==> src/rtl/cdb_arbiter_if.sv <==
// Result-source and CDB broadcast bundle for cdb_arbiter.
// The master side is the execution units and the CDB consumers; the slave side is the arbiter.
interface cdb_arbiter_if #(
  parameter int SOURCES = 4,
  parameter int TAG_W   = 6,
  parameter int DATA_W  = 32
);
  logic [SOURCES-1:0]             src_valid;
  logic [SOURCES-1:0]             src_ready;
  logic [SOURCES-1:0][TAG_W-1:0]  src_tag;
  logic [SOURCES-1:0][DATA_W-1:0] src_data;
  logic [1:0]                     cdb_valid;
  logic [1:0][TAG_W-1:0]          cdb_tag;
  logic [1:0][DATA_W-1:0]         cdb_data;

  modport master (
    output src_valid, src_tag, src_data,
    input  src_ready, cdb_valid, cdb_tag, cdb_data
  );

  modport slave (
    input  src_valid, src_tag, src_data,
    output src_ready, cdb_valid, cdb_tag, cdb_data
  );
endinterface

==> src/rtl/cdb_arbiter.sv <==
// Two-lane CDB arbiter: one holding register per execution unit, round-robin pick of up
// to two held results per cycle, broadcast from registers.
module cdb_src_hold #(
  parameter int TAG_W  = 6,
  parameter int DATA_W = 32
) (
  input  logic              clock,
  input  logic              reset,
  input  logic              flush_i,
  input  logic              acc_i,
  input  logic              gnt_i,
  input  logic [TAG_W-1:0]  tag_i,
  input  logic [DATA_W-1:0] data_i,
  output logic              held_o,
  output logic [TAG_W-1:0]  tag_o,
  output logic [DATA_W-1:0] data_o
);
  logic              held_q;
  logic [TAG_W-1:0]  tag_q;
  logic [DATA_W-1:0] data_q;

  // A new accept wins over the grant so a source can stream one result per cycle.
  always_ff @(posedge clock or negedge reset) begin
    if (!reset) begin
      held_q <= 1'b0;
      tag_q  <= '0;
      data_q <= '0;
    end else if (flush_i) begin
      held_q <= 1'b0;
    end else if (acc_i) begin
      held_q <= 1'b1;
      tag_q  <= tag_i;
      data_q <= data_i;
    end else if (gnt_i) begin
      held_q <= 1'b0;
    end
  end

  assign held_o = held_q;
  assign tag_o  = tag_q;
  assign data_o = data_q;
endmodule

module cdb_arbiter #(
  parameter int SOURCES = 4,
  parameter int TAG_W   = 6,
  parameter int DATA_W  = 32
) (
  input  logic          clock,
  input  logic          reset,
  input  logic          flush,
  cdb_arbiter_if.slave  bus
);
  localparam int RR_W = $clog2(SOURCES);

  logic [SOURCES-1:0]             held, granted, accept;
  logic [SOURCES-1:0][TAG_W-1:0]  h_tag;
  logic [SOURCES-1:0][DATA_W-1:0] h_data;
  logic [RR_W-1:0]                rr_q, rr_d, g0, g1, last;
  logic                           g0_v, g1_v;
  logic [RR_W:0]                  sum;
  logic [1:0]                     cdb_valid_q;
  logic [1:0][TAG_W-1:0]          cdb_tag_q;
  logic [1:0][DATA_W-1:0]         cdb_data_q;

  for (genvar i = 0; i < SOURCES; i++) begin : g_src
    cdb_src_hold #(.TAG_W(TAG_W), .DATA_W(DATA_W)) u_hold (
      .clock  (clock),
      .reset  (reset),
      .flush_i(flush),
      .acc_i  (accept[i]),
      .gnt_i  (granted[i]),
      .tag_i  (bus.src_tag[i]),
      .data_i (bus.src_data[i]),
      .held_o (held[i]),
      .tag_o  (h_tag[i]),
      .data_o (h_data[i])
    );
  end

  // Walk the sources starting at rr; the first two held ones win lanes 0 and 1.
  always_comb begin
    g0   = '0;
    g1   = '0;
    g0_v = 1'b0;
    g1_v = 1'b0;
    sum  = '0;
    for (int k = 0; k < SOURCES; k++) begin
      sum = {1'b0, rr_q} + (RR_W+1)'(k);
      if (sum >= (RR_W+1)'(SOURCES)) sum = sum - (RR_W+1)'(SOURCES);
      if (held[sum[RR_W-1:0]]) begin
        if (!g0_v) begin
          g0   = sum[RR_W-1:0];
          g0_v = 1'b1;
        end else if (!g1_v) begin
          g1   = sum[RR_W-1:0];
          g1_v = 1'b1;
        end
      end
    end
  end

  always_comb begin
    granted = '0;
    for (int i = 0; i < SOURCES; i++)
      granted[i] = (g0_v && g0 == RR_W'(i)) || (g1_v && g1 == RR_W'(i));
  end

  always_comb begin
    last = g1_v ? g1 : g0;
    rr_d = rr_q;
    if (g0_v) rr_d = (last == RR_W'(SOURCES-1)) ? '0 : last + RR_W'(1);
  end

  assign bus.src_ready = {SOURCES{reset & ~flush}} & (~held | granted);
  assign accept        = bus.src_valid & bus.src_ready;

  always_ff @(posedge clock or negedge reset) begin
    if (!reset) begin
      rr_q        <= '0;
      cdb_valid_q <= '0;
      cdb_tag_q   <= '0;
      cdb_data_q  <= '0;
    end else if (flush) begin
      rr_q        <= '0;
      cdb_valid_q <= '0;
    end else begin
      rr_q        <= rr_d;
      cdb_valid_q <= {g1_v, g0_v};
      if (g0_v) begin
        cdb_tag_q[0]  <= h_tag[g0];
        cdb_data_q[0] <= h_data[g0];
      end
      if (g1_v) begin
        cdb_tag_q[1]  <= h_tag[g1];
        cdb_data_q[1] <= h_data[g1];
      end
    end
  end

  assign bus.cdb_valid = cdb_valid_q;
  assign bus.cdb_tag   = cdb_tag_q;
  assign bus.cdb_data  = cdb_data_q;
endmodule

==> src/flat_wrapper.sv <==
// flat-port wrapper written by rule: the top's interface ports become plain ports
module cdb_arbiter_flat 
#(
  parameter int SOURCES = 4,
  parameter int TAG_W   = 6,
  parameter int DATA_W  = 32
)
  (clock, reset, flush, bus_src_valid, bus_src_tag, bus_src_data, bus_src_ready, bus_cdb_valid, bus_cdb_tag, bus_cdb_data);
  cdb_arbiter_if #(.SOURCES(SOURCES), .TAG_W(TAG_W), .DATA_W(DATA_W)) bus_i ();
  input  logic clock;
  input  logic reset;
  input  logic flush;
  input wire logic [$bits(bus_i.src_valid)-1:0] bus_src_valid;
  input wire logic [$bits(bus_i.src_tag)-1:0] bus_src_tag;
  input wire logic [$bits(bus_i.src_data)-1:0] bus_src_data;
  output wire logic [$bits(bus_i.src_ready)-1:0] bus_src_ready;
  output wire logic [$bits(bus_i.cdb_valid)-1:0] bus_cdb_valid;
  output wire logic [$bits(bus_i.cdb_tag)-1:0] bus_cdb_tag;
  output wire logic [$bits(bus_i.cdb_data)-1:0] bus_cdb_data;
  assign bus_i.src_valid = bus_src_valid;
  assign bus_i.src_tag = bus_src_tag;
  assign bus_i.src_data = bus_src_data;
  assign bus_src_ready = bus_i.src_ready;
  assign bus_cdb_valid = bus_i.cdb_valid;
  assign bus_cdb_tag = bus_i.cdb_tag;
  assign bus_cdb_data = bus_i.cdb_data;
  cdb_arbiter #(.SOURCES(SOURCES), .TAG_W(TAG_W), .DATA_W(DATA_W)) u_core (.clock(clock), .reset(reset), .flush(flush), .bus(bus_i));
endmodule
==> config.mk <==
export PLATFORM = sky130hd
export DESIGN_NAME = cdb_arbiter_flat
export DESIGN_NICKNAME = d
export VERILOG_FILES = /design/src/rtl/cdb_arbiter_if.sv /design/src/rtl/cdb_arbiter.sv /design/src/flat_wrapper.sv
export SDC_FILE = /design/constraint.sdc
export NUM_CORES = 1
export LEC_CHECK = 0
export CAP_MARGIN = 25
export CORE_MARGIN = 8
export CORE_UTILIZATION = 55
export CTS_CLUSTER_DIAMETER = 200
export CTS_CLUSTER_SIZE = 10
export DETAILED_ROUTE_END_ITERATION = 16
export PLACE_DENSITY = 0.84
export SYNTH_ARGS = -nofsm -noshare
export SYNTH_HDL_FRONTEND = slang
export SYNTH_HIERARCHICAL = 1
export SYNTH_SLANG_ARGS = --single-unit
==> constraint.sdc <==
create_clock -name clock -period 9.12 [get_ports clock]
set_input_delay 1.824 -clock clock [delete_from_list [all_inputs] [get_ports clock]]
set_output_delay 1.824 -clock clock [all_outputs]
set_load 0.005 [all_outputs]
## After elaboration in Yosys (flattened, before gate mapping)

Cells that the tools add are included.

| storage, ports and cells | value |
|---|---|
| word-level logic and storage cells | 136 |
| input port bits | 159 |
| flip-flop bits (word level) | 236 |
| output and inout bits | 82 |

| cells by class | value |
|---|---|
| mux-type cells | 62 |
| reductions and logical operators | 25 |
| equality and inequality tests | 7 |
| add/sub/neg operators | 8 |
| bitwise operators | 6 |
| order comparisons | 10 |

Operators by type and width:

| operator | count |
|---|---|
| binary-select mux 32 bit (select 2 bit) | 2 |
| two-way mux 32 bit | 2 |
| two-way mux 2 bit | 24 |
| two-way mux 1 bit | 26 |
| binary-select mux 6 bit (select 2 bit) | 2 |
| less-than comparator 2 x 3 -> 1 bit (second input constant) | 6 |
| two-way mux 6 bit | 2 |
| AND reduction 2 bit | 6 |
| nonzero test 3 bit | 4 |
| == test 2 bit (second input constant) | 5 |
| >= comparator 3 bit (second input constant) | 3 |
| AND 4 bit | 2 |
| binary-select mux 1 bit (select 2 bit) | 4 |
| logical AND 1 bit | 8 |
| subtractor 2 x 1 -> 2 bit (second input constant) | 4 |
| adder 2 x 2 -> 3 bit (second input constant) | 2 |
| == test 2 x 1 -> 1 bit (second input constant) | 2 |
| logical NOT 2 bit | 2 |
| logical OR 1 bit | 4 |
| NOT 4 bit | 1 |
| bitwise OR 4 bit | 1 |
| adder 2 x 1 -> 3 bit (second input constant) | 1 |
| >= comparator 2 x 3 -> 1 bit (second input constant) | 1 |
| adder 2 x 1 -> 2 bit (second input constant) | 1 |
| 3 further kinds | 3 |

## Depth between registers and ports, before layout

| depth | value |
|---|---|
| depth after elaboration | 21 |
| gate-level depth with buffers | 15 |
| depth with buffers taken out | 10 |

## By module

The synthesis kept the hierarchy.

By module, submodules not included:

| module | cells each | sequential area each (sq um) | area each (sq um) | instances |
|---|---|---|---|---|
| cdb_arbiter | 777 | 2001.9 | 6578.8 | 1 |
| cdb_src_hold | 85 | 975.9 | 1566.5 | 4 |

## Worst setup path before layout

No wires, ideal clock.

| timing path | value |
|---|---|
| path kind | flip-flop to output port |
| from | reg u_core.rr_q[1] |
| to | out bus_src_ready[0] |
| stages on the path, launching flop included | 12 |
| required time | 7.296 ns |
| slack | 4.571 ns |
| arrival | 2.725 ns |
| path buffers | 3 |
| cell sequence | dfrtp_1 buf_2 mux4_2 ha_1 mux2i_1 nor3_1 or4_4 nand2_1 buf_6 buf_4 nand2_1 a31oi_1 |

| on the way | value |
|---|---|
| cells in the longest elaborated chain, start to end | 18 |
| elaborated cells on any way between the ends | 55 |
| those cells by class | add/sub: 7; order compare: 4; mux: 37; bitwise: 2; reduce/logical: 5 |

RTL lines:

| what | line | text |
|---|---|---|
| from (decl) | cdb_arbiter.sv:59 | `logic [RR_W-1:0] rr_q, rr_d, g0, g1, last;` |
| from (signal assigned) | cdb_arbiter.sv:128 | `rr_q <= rr_d;` |
| parallel branches: the longest is 15 deep, another holds adder 2 x 1 -> 3 bit | -- |  |
| logical OR 1 bit * | cdb_arbiter.sv:106 | `granted[i] = (g0_v && g0 == RR_W'(i)) \|\| (g1_v && g1 == RR_W'(i));` |
| bitwise OR 4 bit * | cdb_arbiter.sv:115 | `assign bus.src_ready = {SOURCES{reset & ~flush}} & (~held \| granted);` |
| AND 4 bit * | cdb_arbiter.sv:115 |  |
| to (decl) | flat_wrapper.sv:16 | `output wire logic [$bits(bus_i.src_ready)-1:0] bus_src_ready;` |

Every way passes the cells marked *. The select of a mux whose other input is x is not followed.

## Final worst setup path

| timing path | value |
|---|---|
| from | reg u_core.rr_q[1] |
| to | out bus_src_ready[1] |

| on the way | value |
|---|---|
| cells in the longest elaborated chain, start to end | 18 |
| elaborated cells on any way between the ends | 55 |
| those cells by class | add/sub: 7; order compare: 4; eq/ne: 2; mux: 37; bitwise: 2; reduce/logical: 3 |

RTL lines:

| what | line |
|---|---|
| parallel branches: the longest is 15 deep, another holds adder 2 x 1 -> 3 bit | -- |
| logical OR 1 bit * | cdb_arbiter.sv:106 |
| bitwise OR 4 bit * | cdb_arbiter.sv:115 |
| AND 4 bit * | cdb_arbiter.sv:115 |

Marked as above.

==> results_dict.tcl <==
set metrics [dict create \
    setup_tns_ns 0 \
    synth_top_area_cell "sky130_fd_sc_hd__dfrtp_1" \
    min_period_over_period_pct 69.21 \
    dr.max_layer_used "met4" \
    met3_length_um 3309 \
    rows 56 \
    final_nets 1467 \
    drt_pre_antenna_iters 6 \
    cap_violations 0 \
    floorplan.die.width_um 168.8 \
    place.detailed.hpwl_um 25590 \
    power_frac_comb_pct 32.9 \
    worst-endpoint-arrival_ns 4.49 \
    cts.reportedPaths.clkPinSlew_ns 0.06 \
    worst-slew-pin-transition_ns 1.048 \
    fp.dieArea_um2 28500 \
    p_sw_w 0.001239 \
    timing.slew.headroom_pct 30.12 \
    tritoncts "built" \
    routed_wire_length_per_instance_um 24.38 \
    diodes 0 \
    power_frac_clock_pct 24.1 \
    maximum_number_of_pins_on_one_net_before_global_route_repair 96 \
    hold_path.class "flop to flop" \
    power.static_leakage_nw 7.106 \
    clock_path_buffers 3 \
    initial_utilization_pct 55.38 \
    clk_root_buffer_cell "sky130_fd_sc_hd__clkbuf_16" \
    syn-num-nets 1278 \
    grt_pass1_wl_um 61580 \
    post-route-util_pct 69.11 \
    crit_path_start_kind "flop" \
    synthesis.yosys.warnings 6 \
    layout_min_cycle_time_ns 6.312 \
    postSynth.topFlopCell "sky130_fd_sc_hd__dfrtp_1" \
    m1WireLength_um 15920 \
    place.port_buffers 240 \
    drtIter0Drc 1138 \
    synth-async-reset-ratio_pct 100.0 \
    routed_wirelength_um 39620 \
    reg2reg_setup_slack_ns 3.95 \
    critPathRequiredTime_ns 7.30 \
    clock_skew_ns 0.009821 \
    postSynthAreaPerCell_um2 11.50 \
    timing.fmax_ghz 0.1584 \
    run_status "completed" \
    synth-seq-area-share_pct 45.98 \
    cp_max_fo 42 \
    clock_insertion_delay_worst_skew_ns 0.54 \
    cp-end-kind "primary output" \
    layout.cells.most_common_list "sky130_fd_sc_hd__clkdlybuf4s50_1 (239), sky130_fd_sc_hd__dfrtp_1 (236), sky130_fd_sc_hd__a211oi_1 (87), sky130_fd_sc_hd__mux2_4 (80), sky130_fd_sc_hd__mux2_2 (72)" \
    initial_antenna_violation_count 0 \
    holdBufCountCts 0 \
    post_detailed_route_count_of_antenna_violating_nets 0 \
    slew_viol_final 0 \
    p_int_w 0.002707 \
    post_synth_num_cell_types 65 \
    vias 10376 \
    place.gp.congestion 0.8685 \
    worst_hold_path.num_cells 1 \
    post-route-cell-area_um2 16030 \
    met2RoutedLength_um 18560 \
    area_growth_pct 24.79 \
    synthDominantCellAreaShare_pct 45.98 \
    crit_type "flop to primary output" \
    synth-edff-count 0 \
    cts-buffers-inserted 27 \
    seqPwrFrac_pct 43.0 \
    multiInputGateArea_um2 6337 \
    drt_drc_violations_left 0 \
    grt_usage_pct 27.28 \
    cts.repair_timing.setup_buffer_count 0 \
    synthesis.instances 1117 \
    report.final.hold_viol_count 0 \
    post_cts.resized_instances 0 \
    num_io_pins 241 \
    rsz0062_at_grt "false" \
    nFillCells 1648 \
    postSynthRegisterBits 236 \
    core-area_um2 23190 \
    regArea_um2 5906 \
    first_global_vias 10700 \
    place_area_um2 15250 \
    htree_levels 1 \
    drive_above_1_share_pct 18.61 \
    switching_share_pct 31.40 \
    ys_top_cells_by_area "sky130_fd_sc_hd__dfrtp_1 (46%), sky130_fd_sc_hd__mux2_4 (9.4%), sky130_fd_sc_hd__mux2_2 (6.3%), sky130_fd_sc_hd__a211oi_1 (5.1%), sky130_fd_sc_hd__mux2i_1 (3.9%)" \
    route.detailed.vias_per_inst 6.385 \
    fp.dieH_um 168.8 \
    netlist_area_um2 12840 \
    clock_sinks 236 \
    peak_vdd_ir_mv 0.1311 \
    grt.overflow.total 0 \
    power_per_cell_area_nw_per_um2 246.2 \
    setup_viol_count_final 0 \
    layout.cells.most_common "sky130_fd_sc_hd__clkdlybuf4s50_1" \
    worstRegToRegCells 11 \
]
==> critical path, cell delays in order (launching register included) <==
cell,delay (ns)
sky130_fd_sc_hd__dfrtp_1,0.83
sky130_fd_sc_hd__mux4_2,0.63
sky130_fd_sc_hd__ha_1,0.21
sky130_fd_sc_hd__inv_1,0.06
sky130_fd_sc_hd__a2111oi_0,0.05
sky130_fd_sc_hd__dlymetal6s2s_1,0.21
sky130_fd_sc_hd__o21ai_4,0.75
sky130_fd_sc_hd__nand2_1,0.22
sky130_fd_sc_hd__a22oi_1,0.37
sky130_fd_sc_hd__a21oi_1,0.13
sky130_fd_sc_hd__clkdlybuf4s50_1,0.49
==> synthesized netlist by cell type (3+ instances only) <==
library cell / instances
sky130_fd_sc_hd__a211oi_1: 87
sky130_fd_sc_hd__a211oi_2: 10
sky130_fd_sc_hd__a21boi_0: 39
sky130_fd_sc_hd__a21o_1: 44
sky130_fd_sc_hd__a21oi_1: 26
sky130_fd_sc_hd__a22oi_1: 40
sky130_fd_sc_hd__and2_1: 3
sky130_fd_sc_hd__and3_1: 68
sky130_fd_sc_hd__buf_12: 9
sky130_fd_sc_hd__buf_2: 18
sky130_fd_sc_hd__buf_4: 7
sky130_fd_sc_hd__buf_6: 7
sky130_fd_sc_hd__clkbuf_1: 60
sky130_fd_sc_hd__dfrtp_1: 236
sky130_fd_sc_hd__inv_1: 12
sky130_fd_sc_hd__mux2_2: 72
sky130_fd_sc_hd__mux2_4: 80
sky130_fd_sc_hd__mux2i_1: 50
sky130_fd_sc_hd__nand2_1: 13
sky130_fd_sc_hd__nand2b_1: 8
sky130_fd_sc_hd__nand3_1: 12
sky130_fd_sc_hd__nand3b_1: 7
sky130_fd_sc_hd__nor2_1: 43
sky130_fd_sc_hd__nor2b_4: 4
sky130_fd_sc_hd__nor3_1: 4
sky130_fd_sc_hd__o21ai_0: 52
sky130_fd_sc_hd__o21ai_1: 50
sky130_fd_sc_hd__o32a_1: 10
sky130_fd_sc_hd__or3b_1: 3
==> metal layers <==
| metal | track usage [%] | vias to the layer above |
|---|---|---|
| li1 | - | 4536 |
| met1 | 36.45 | 5125 |
| met2 | 42.83 | 584 |
| met3 | 5.125 | 131 |
| met4 | 12.03 | 0 |
| met5 | 0 | - |
==> area by class of cell <==
cell class	instances	area share, %
clock inverter	2	0.3122
clock buffer	27	4.215
inverter	13	0.3044
tap	319	2.490
sequential	236	36.84
timing repair buffer	263	16.30
multi-input combinational	765	39.54
==> logic make-up (layout without fill, tap and decap cells) <==
kind of cell | Yosys count | count (layout) | synth area share, %
multiplexers | 204 | 204 | 19.91
AND/OR/NAND/NOR | 180 | 180 | 8.124
adder cells (fa/ha/maj) | 3 | 3 | 0.2727
buffers and inverters | 116 | 305 | 5.319
XOR/XNOR | 2 | 2 | 0.1364
AO/OA/AOI/OAI | 376 | 376 | 20.26
flip-flops | 236 | 236 | 45.98
==> path summary, 6_finish.rpt <==
check                                 startpoint                                to
setup / recovery                  u_core/rr_q[1]                  bus_src_ready[1]
hold / removal             u_core/bus.cdb_tag[3]             u_core/bus.cdb_tag[3]
setup reg to reg                  u_core/rr_q[1]  u_core/g_src[0].u_hold/data_o[9]
hold reg to reg            u_core/bus.cdb_tag[3]             u_core/bus.cdb_tag[3]
max in group asynchronous                  reset  u_core/g_src[1].u_hold/data_o[6]
min in group asynchronous                  reset            u_core/bus.cdb_data[9]
==> through the flow <==
stage               hold slack (ns)  std cells  power, W  setup WS, ns
floorplan                    0.4881       1117  0.002317         4.571
global placement             0.4804       1591  0.002932         3.474
detailed placement           0.4874       1592  0.002980         3.304
CTS                          0.5002       1621  0.003949         2.701
global route                 0.5125       1625  0.004132         2.582
finish                       0.4990       1625  0.003946         2.808
==> sequential cells by signal, summed over array words and instances (netlist names) <==
signal	flops
u_core/g_src.u_hold/data_o	128
u_core/bus.cdb_data	64
u_core/g_src.u_hold/tag_o	24
u_core/bus.cdb_tag	12
u_core/g_src.u_hold/held_o	4
u_core/bus.cdb_valid	2
u_core/rr_q	2
==> power groups by stage <==
stage	clock network, W	logic, W	registers (W)
after floorplan	0	0.000723	0.00159
after global routing	0.00101	0.00139	0.00173
after CTS	0.000966	0.00130	0.00169
after global placement	0	0.00125	0.00168
after detailed placement	0	0.00129	0.00169
final	0.000951	0.00130	0.00170
Note: power is estimated with default switching activity, not from simulation.
